<file path="src/rtl/cache_arbiter.sv">
// rtl/cache_arbiter.sv - two-master (instruction/data) arbiter for the cache CPU port
// Optional macro CACHE_ARB_RR_EN: round-robin tie break instead of fixed data-port priority.
module cache_arbiter #(
  parameter int ADDR_W = 25,
  parameter int DATA_W = 32,
  parameter int BE_W   = 4
) (
  input  logic              clk,
  input  logic              rst,
  input  logic [ADDR_W-1:0] i_i_addr,
  input  logic              i_i_read,
  output logic [DATA_W-1:0] o_i_readdata,
  output logic              o_i_readdata_valid,
  output logic              o_i_waitrequest,
  input  logic [ADDR_W-1:0] i_d_addr,
  input  logic [BE_W-1:0]   i_d_byte_en,
  input  logic [DATA_W-1:0] i_d_writedata,
  input  logic              i_d_read,
  input  logic              i_d_write,
  output logic [DATA_W-1:0] o_d_readdata,
  output logic              o_d_readdata_valid,
  output logic              o_d_waitrequest,
  output logic [ADDR_W-1:0] o_p_addr,
  output logic [BE_W-1:0]   o_p_byte_en,
  output logic [DATA_W-1:0] o_p_writedata,
  output logic              o_p_read,
  output logic              o_p_write,
  input  logic [DATA_W-1:0] i_p_readdata,
  input  logic              i_p_readdata_valid,
  input  logic              i_p_waitrequest,
  output logic              o_busy,
  output logic [31:0]       cnt_grant_i,
  output logic [31:0]       cnt_grant_d
);

  typedef enum logic [2:0] {IDLE, GNT_I, GNT_D, RD_I, RD_D} state_t;

  state_t state, state_nxt;
  logic   i_req, d_req, any_req, pick_d;

  assign i_req   = i_i_read;
  assign d_req   = i_d_read | i_d_write;
  assign any_req = i_req | d_req;

`ifdef CACHE_ARB_RR_EN
  // last_i set means the instruction port owned the previous grant, so data wins the next tie
  logic last_i;

  always_ff @(posedge clk or negedge rst) begin
    if (!rst) begin
      last_i <= 1'b1;
    end else if (state == IDLE && any_req) begin
      last_i <= ~pick_d;
    end
  end

  assign pick_d = d_req & (~i_req | last_i);
`else
  assign pick_d = d_req;
`endif

  always_ff @(posedge clk or negedge rst) begin
    if (!rst) begin
      state       <= IDLE;
      cnt_grant_i <= '0;
      cnt_grant_d <= '0;
    end else begin
      state <= state_nxt;
      if (state == IDLE && any_req) begin
        if (pick_d) cnt_grant_d <= cnt_grant_d + 32'd1;
        else        cnt_grant_i <= cnt_grant_i + 32'd1;
      end
    end
  end

  always_comb begin
    state_nxt = state;
    case (state)
      IDLE: begin
        if (any_req) state_nxt = pick_d ? GNT_D : GNT_I;
      end
      GNT_I: begin
        // a withdrawn command abandons the grant without routing any response
        if (!i_req)                 state_nxt = IDLE;
        else if (!i_p_waitrequest)  state_nxt = i_p_readdata_valid ? IDLE : RD_I;
      end
      GNT_D: begin
        if (!d_req)                 state_nxt = IDLE;
        else if (!i_p_waitrequest)  state_nxt = (i_d_write || i_p_readdata_valid) ? IDLE : RD_D;
      end
      RD_I, RD_D: begin
        if (i_p_readdata_valid) state_nxt = IDLE;
      end
      default: state_nxt = IDLE;
    endcase
  end

  always_comb begin
    o_p_addr      = '0;
    o_p_byte_en   = '0;
    o_p_writedata = '0;
    o_p_read      = 1'b0;
    o_p_write     = 1'b0;
    case (state)
      GNT_I: begin
        o_p_addr    = i_i_addr;
        o_p_byte_en = '1;
        o_p_read    = i_i_read;
      end
      GNT_D: begin
        o_p_addr      = i_d_addr;
        o_p_byte_en   = i_d_byte_en;
        o_p_writedata = i_d_writedata;
        o_p_read      = i_d_read;
        o_p_write     = i_d_write;
      end
      default: ;
    endcase
  end

  assign o_i_waitrequest    = (state == GNT_I) ? i_p_waitrequest : 1'b1;
  assign o_d_waitrequest    = (state == GNT_D) ? i_p_waitrequest : 1'b1;
  assign o_i_readdata       = i_p_readdata;
  assign o_d_readdata       = i_p_readdata;
  assign o_i_readdata_valid = i_p_readdata_valid & ((state == GNT_I && i_req) || state == RD_I);
  assign o_d_readdata_valid = i_p_readdata_valid & ((state == GNT_D && d_req) || state == RD_D);
  assign o_busy             = (state != IDLE);

endmodule

</file>
<file path="config.mk">
export PLATFORM = sky130hd
export DESIGN_NAME = cache_arbiter
export DESIGN_NICKNAME = d
export VERILOG_FILES = /design/src/rtl/cache_arbiter.sv
export SDC_FILE = /design/constraint.sdc
export NUM_CORES = 1
export LEC_CHECK = 0
export BUFFER_PORTS_ARGS = -buffer_cell sky130_fd_sc_hd__buf_2
export CAP_MARGIN = 20
export CORE_AREA = 2 2 123 125
export CTS_BUF_LIST = sky130_fd_sc_hd__clkbuf_4 sky130_fd_sc_hd__clkbuf_8
export DETAILED_ROUTE_END_ITERATION = 7
export DIE_AREA = 0 0 125 127
export GPL_TIMING_DRIVEN = 0
export PLACE_DENSITY = 0.61
export SLEW_MARGIN = 20
export SYNTH_ARGS = -nofsm -noshare
export SYNTH_HDL_FRONTEND = slang
export SYNTH_SLANG_ARGS = --single-unit
</file>
<file path="constraint.sdc">
create_clock -name clk -period 2.4 [get_ports clk]
set_input_delay 0.24 -clock clk [delete_from_list [all_inputs] [get_ports clk]]
set_output_delay 0.24 -clock clk [all_outputs]
set_load 0.005 [all_outputs]
</file>
==> flow_summary.toml, run 1 <==
[global_routing]
grt_pass1_vias = 4017
grt_pass1_wl_microns = 22800
antenna_found_initial = 3
grt_start_max_net_pins = 43
grt_overflow = 0
track_usage_pct = 18.3

[yosys]
netlist_instances = 426
ys.flop_type = "dfrtp_1"
syn_nets = 553
netlist_area_sq_um = 4210
async_reset_ff_share_pct = 100
ys_seq_area_share_pct = 39.8
ys_types = 41
synth_warnings = 0
avgSynthCellArea_sq_um = 9.88
synth-seq-cells = 67
synth_edf_count = 0

[floorplan]
rows = 44
coreArea_sq_um = 14400
die_area_sq_um = 15900
chipWidth_microns = 125
initial_core_util_pct = 29.2
io_pins = 321
fp.dieH_microns = 127

[route]
post-route-drc-count = 0
wl_met1_microns = 6050
routed_wl_microns = 15100
met2_length_microns = 7600
firstDrtPassIters = 4
drtAntennaViolNets = 0
topRoutingLayerUsed = "met5"
wl_met3_microns = 1060
dr.first_iter.drc_count = 252
wl_per_cell_microns = 16.5
vias = 4200
vias_per_cell = 4.57

[layout]
final_cell_mix = "buf_2, buf_4, dfrtp_1, xnor2_1, and2_1"
multi_input_area_sq_um = 1950
layout-drive-gt1-share_pct = 54.6
fill_cells = 1510
final_area_sq_um = 6170
syn_to_final_growth_pct = 46.5
final_common_cell = "buf_2"
fin_util_pct = 42.7
nets = 855
regArea_sq_um = 1680

[sta]
relSlewSlack_pct = 45.6
fin_crit_ps = 2250
rsz0062_at_grt = "no"
hold_violations = 0
skew_ps = 10.4
fin_crit_sh_pct = 93.6
setup_viol = 0
fmax_mhz = 445
drv_slew = 0
worstMarginPinSlew_ps = 809

[critical_path]
critPathKind = "flop to primary output"
cp_max_fo = 10
worstPathArrival_ps = 2010
r2r-start = "state[0]"
start_kind = "flop"
end_kind = "primary output"
critical_path.startpoint = "state[2]"
required_ps = 2160

[clocking]
htreeDepth = 3
clk_pin_slew_ps = 70
numCtsBuffers = 9
clk_latency_ps = 350
cts_tree = "done"
clockBufferDepth = 2
clock_sinks = 67
root_buffer = "clkbuf_8"

[pwr]
switching_share_pct = 36.7
seq_power_share_pct = 30.6
vdd_drop_max_mv = 0.299
p_int_mw = 2.83
power_frac_comb_pct = 47.4
p_switching_mw = 1.64
powerDensity_nw_per_um2 = 725
clkPwrFrac_pct = 21.9
power_mw = 4.47
cellLeakagePower_nw = 3.43

[status]
outcome = "finished clean"

[place]
hpwl_microns = 12600
port_buffers = 288
place_congestion = 0.800
postPlaceCellArea_sq_um = 5900

[job]
cap_viol_max_count = 0

[worst_hold_path]
hold_path_startpoint = "i_p_readdata_valid"
hp-class = "primary input to flop"
==> final timing paths <==
path	end	slack [ps]	cells past startpoint
worst min register to register	cnt_grant_i[31]	470	1
min in group asynchronous	cnt_grant_d[29]	340	2
worst min-delay path	state[2]	150	2
worst max register to register	cnt_grant_d[16]	250	6
max in group asynchronous	cnt_grant_i[2]	1510	3
worst max-delay path	o_p_addr[13]	150	5
==> kinds of logic after synthesis <==
| family | after synthesis | share of synthesized area [%] |
|---|---|---|
| XOR/XNOR | 62 | 12.9 |
| multiplexers | 4 | 1.07 |
| flip-flops | 67 | 39.8 |
| buffers and inverters | 88 | 14.2 |
| AO/OA/AOI/OAI | 37 | 7.37 |
| AND/OR/NAND/NOR | 166 | 24.1 |
| adder cells (fa/ha/maj) | 2 | 0.594 |
==> worst max-delay path, stage by stage, from the launching register on <==
cell      delay [ps]
dfrtp_1          350
buf_2            190
nor3b_4          360
clkbuf_1         400
a22o_1           240
buf_2            120
==> synthesized netlist by cell type (all sizes together), types with 2 or more instances <==
cell type | n | share of area [%]
nand3b | 2 | 0.36
o31a | 2 | 0.42
nand4 | 33 | 4.9
ha | 2 | 0.59
a22o | 25 | 5.2
and2 | 39 | 5.8
dfrtp | 67 | 40
buf | 75 | 13
and4 | 8 | 1.7
nor2 | 11 | 0.98
xnor2 | 51 | 11
nor3 | 10 | 1.9
a21o | 4 | 0.71
mux2 | 4 | 1.1
nand2 | 17 | 1.5
xor2 | 11 | 2.3
nand3 | 22 | 2.6
and3 | 12 | 1.8
nor3b | 3 | 0.54
nand2b | 3 | 0.45
nor4 | 2 | 0.45
inv | 6 | 0.59
clkbuf | 7 | 0.62
==> routing by layer <==
metal  vias to the layer above  track usage [%]
li1                       2041                -
met1                      1968             22.5
met2                       168             31.0
met3                        21             4.94
met4                         2             6.80
met5                         -                0
==> through the flow <==
step | setup slack (ps) | cells | hold slack [ps] | setup TNS [ps]
after floorplan | 679 | 426 | -55.6 | 0
after global placement | -4.99 | 898 | 458 | -4.99
after detailed placement | -4.72 | 899 | 179 | -4.72
after CTS | 45.0 | 918 | 120 | 0
after global routing | 1.62 | 919 | 137 | 0
final | 155 | 919 | 145 | 0
==> sequential cells by signal, summed over array words and instances, names as in the netlist <==
register     cells
cnt_grant_i     32
state            3
cnt_grant_d     32
==> timing repair <==
action                                  in CTS  in global routing
hold buffers                                 1                  0
endpoints found under the hold margin       25                  0
setup buffers                                2                  0
cloned                                       0                  0
pin swaps                                    1                  0
endpoints found under the setup margin      63                 57
resized for setup                            3                  5
==> power by group through the flow <==
stage | registers [mW] | logic (mW) | clock network, mW
after floorplan | 1.37 | 1.04 | 0
after global placement | 1.38 | 2.06 | 0
after detailed placement | 1.39 | 2.07 | 0
after CTS | 1.37 | 2.16 | 1.01
after global routing | 1.39 | 2.31 | 1.07
final | 1.37 | 2.12 | 0.980
==> cell type report <==
type,count,share of cell area (%)
plain buffers,81,9.23
flip-flops and latches,67,27.2
multi-input cells,271,31.7
well taps,184,3.73
diodes,2,0.0812
clock buffers,14,2.72
repair buffers,292,24.4
clock inverters,2,0.568
inverters,6,0.406
No activity file was read; power rests on OpenSTA's default activity.
==> run 2, diff against run 1 <==
==> constraint.sdc (replaced) <==
create_clock -name clk -period 2.1 [get_ports clk]
set_input_delay 0.21 -clock clk [delete_from_list [all_inputs] [get_ports clk]]
set_output_delay 0.21 -clock clk [all_outputs]
set_load 0.005 [all_outputs]
==> flow_summary.toml, run 2 (synthesis gave the netlist of run 1 again) <==
[layout]
fill_cells = 1497
nets = 862
final_cell_mix = "buf_2, buf_4, dfrtp_1, xnor2_1, and2_1"
fin_cells = 926
final_area_sq_um = 6260
layout-drive-gt1-share_pct = 55.5
syn_to_final_growth_pct = 48.7
top_regs = "cnt_grant_d x32, cnt_grant_i x32, state x3"
final_common_cell = "buf_2"
fin_util_pct = 43.4

[critical_path]
worstPathArrival_ps = 1810
end_kind = "primary output"
cp_common_cell = "buf_4"
cp_max_fo = 10
max_stage_delay_ps = 430
critical_path.startpoint = "state[1]"
crit_chain = "buf_4 -> nor3b_4 -> buf_4 -> buf_4 -> a22o_1 -> buf_2"
critical_path.slowest_cell = "dfrtp_2"
start_kind = "flop"
r2r_setup_slack_ps = 100
r2r-start = "state[1]"
required_ps = 1890
critPathKind = "flop to primary output"

[floorplan]
die_area_sq_um = 15900
fp.dieH_microns = 127
io_pins = 321
initial_core_util_pct = 29.2
coreArea_sq_um = 14400
rows = 44
chipWidth_microns = 125

[clocking]
root_buffer = "clkbuf_8"
clock_sinks = 67
cts_tree = "done"
numCtsBuffers = 9
clk_pin_slew_ps = 70
htreeDepth = 3
clk_latency_ps = 340
clockBufferDepth = 2

[sta]
fin_ws_ps = 79.4
skew_ps = 9.80
fin_crit_sh_pct = 96.2
setup_viol = 0
hold_violations = 0
worstMarginPinSlew_ps = 525
rsz0062_at_grt = "yes"
fin_hold_ws_ps = 123
fin_crit_ps = 2020
fmax_mhz = 495
relSlewSlack_pct = 64.8
drv_slew = 0
tns_ps = 0

[global_routing]
grt_pass1_vias = 4045
grt_start_max_net_pins = 43
track_usage_pct = 18.4
antenna_found_initial = 3
grt_overflow = 0
grt_pass1_wl_microns = 22900

[job]
cap_viol_max_count = 0

[place]
hpwl_microns = 12600
postPlaceCellArea_sq_um = 5900
dp.cells = 899
place_ws_ps = -275
port_buffers = 288
place_congestion = 0.800

[route]
dr.first_iter.drc_count = 234
vias_per_cell = 4.56
routed_wl_microns = 15300
drtAntennaViolNets = 0
wl_per_cell_microns = 16.5
firstDrtPassIters = 6
post-route-drc-count = 0
vias = 4224

[pwr]
power_mw = 5.27
vdd_drop_max_mv = 0.350
powerDensity_nw_per_um2 = 842
cellLeakagePower_nw = 3.51

[status]
outcome = "finished clean"

[worst_hold_path]
hp-class = "primary input to flop"
hold_path_startpoint = "i_p_readdata_valid"
run 2: cell types whose count changed in the layout (fill, tap and decap cells not counted), sizes merged:
cell / change
clkbuf: +2
buf: +5
run 2: timing repair:
action                                  4_1_cts  5_1_grt
resized for setup                             9       18
buffers inserted                              5        4
pin swaps                                     2        2
hold buffers                                  1        0
endpoints found under the setup margin       72       74
hold endpoints to repair                     25        0
run 2: worst paths after layout:
check	to	depth (start not counted)
worst max-delay path	o_p_addr[1]	6
worst min-delay path	state[2]	2
worst max register to register	cnt_grant_i[27]	8
worst min register to register	cnt_grant_i[31]	1
max in group asynchronous	cnt_grant_i[3]	3
min in group asynchronous	cnt_grant_d[29]	2
run 2: critical path: cells and delay by family (launching register included):
family,cells,cell delay [ps]
buffers and inverters,4,630
AO/OA/AOI/OAI,1,210
AND/OR/NAND/NOR,1,200
flip-flops,1,430
run 2: where the power goes:
part	total [mW]	switching [mW]	internal (mW)	leakage [nW]
registers	1.55	0.137	1.41	0.916
clock network	1.12	0.484	0.634	0.108
logic	2.60	1.30	1.31	2.49
run 2: layout make-up:
cell class | count | area, sq um | share of cell area [%]
inverters | 6 | 25.0 | 0.400
repair buffers | 299 | 1550 | 24.8
multi-input cells | 271 | 1980 | 31.6
diodes | 2 | 5.00 | 0.0800
clock inverters | 2 | 35.0 | 0.560
flip-flops and latches | 67 | 1680 | 26.8
plain buffers | 81 | 589 | 9.41
well taps | 184 | 230 | 3.68
clock buffers | 14 | 168 | 2.68
run 2: routing by layer:
layer | up-vias | global-route usage [%] | routed length, microns
met5 | - | 0 | 20
met4 | 2 | 7.65 | 496
met3 | 23 | 5.11 | 1000
li1 | 2053 | - | -
met2 | 156 | 30.9 | 7640
met1 | 1990 | 22.5 | 6100
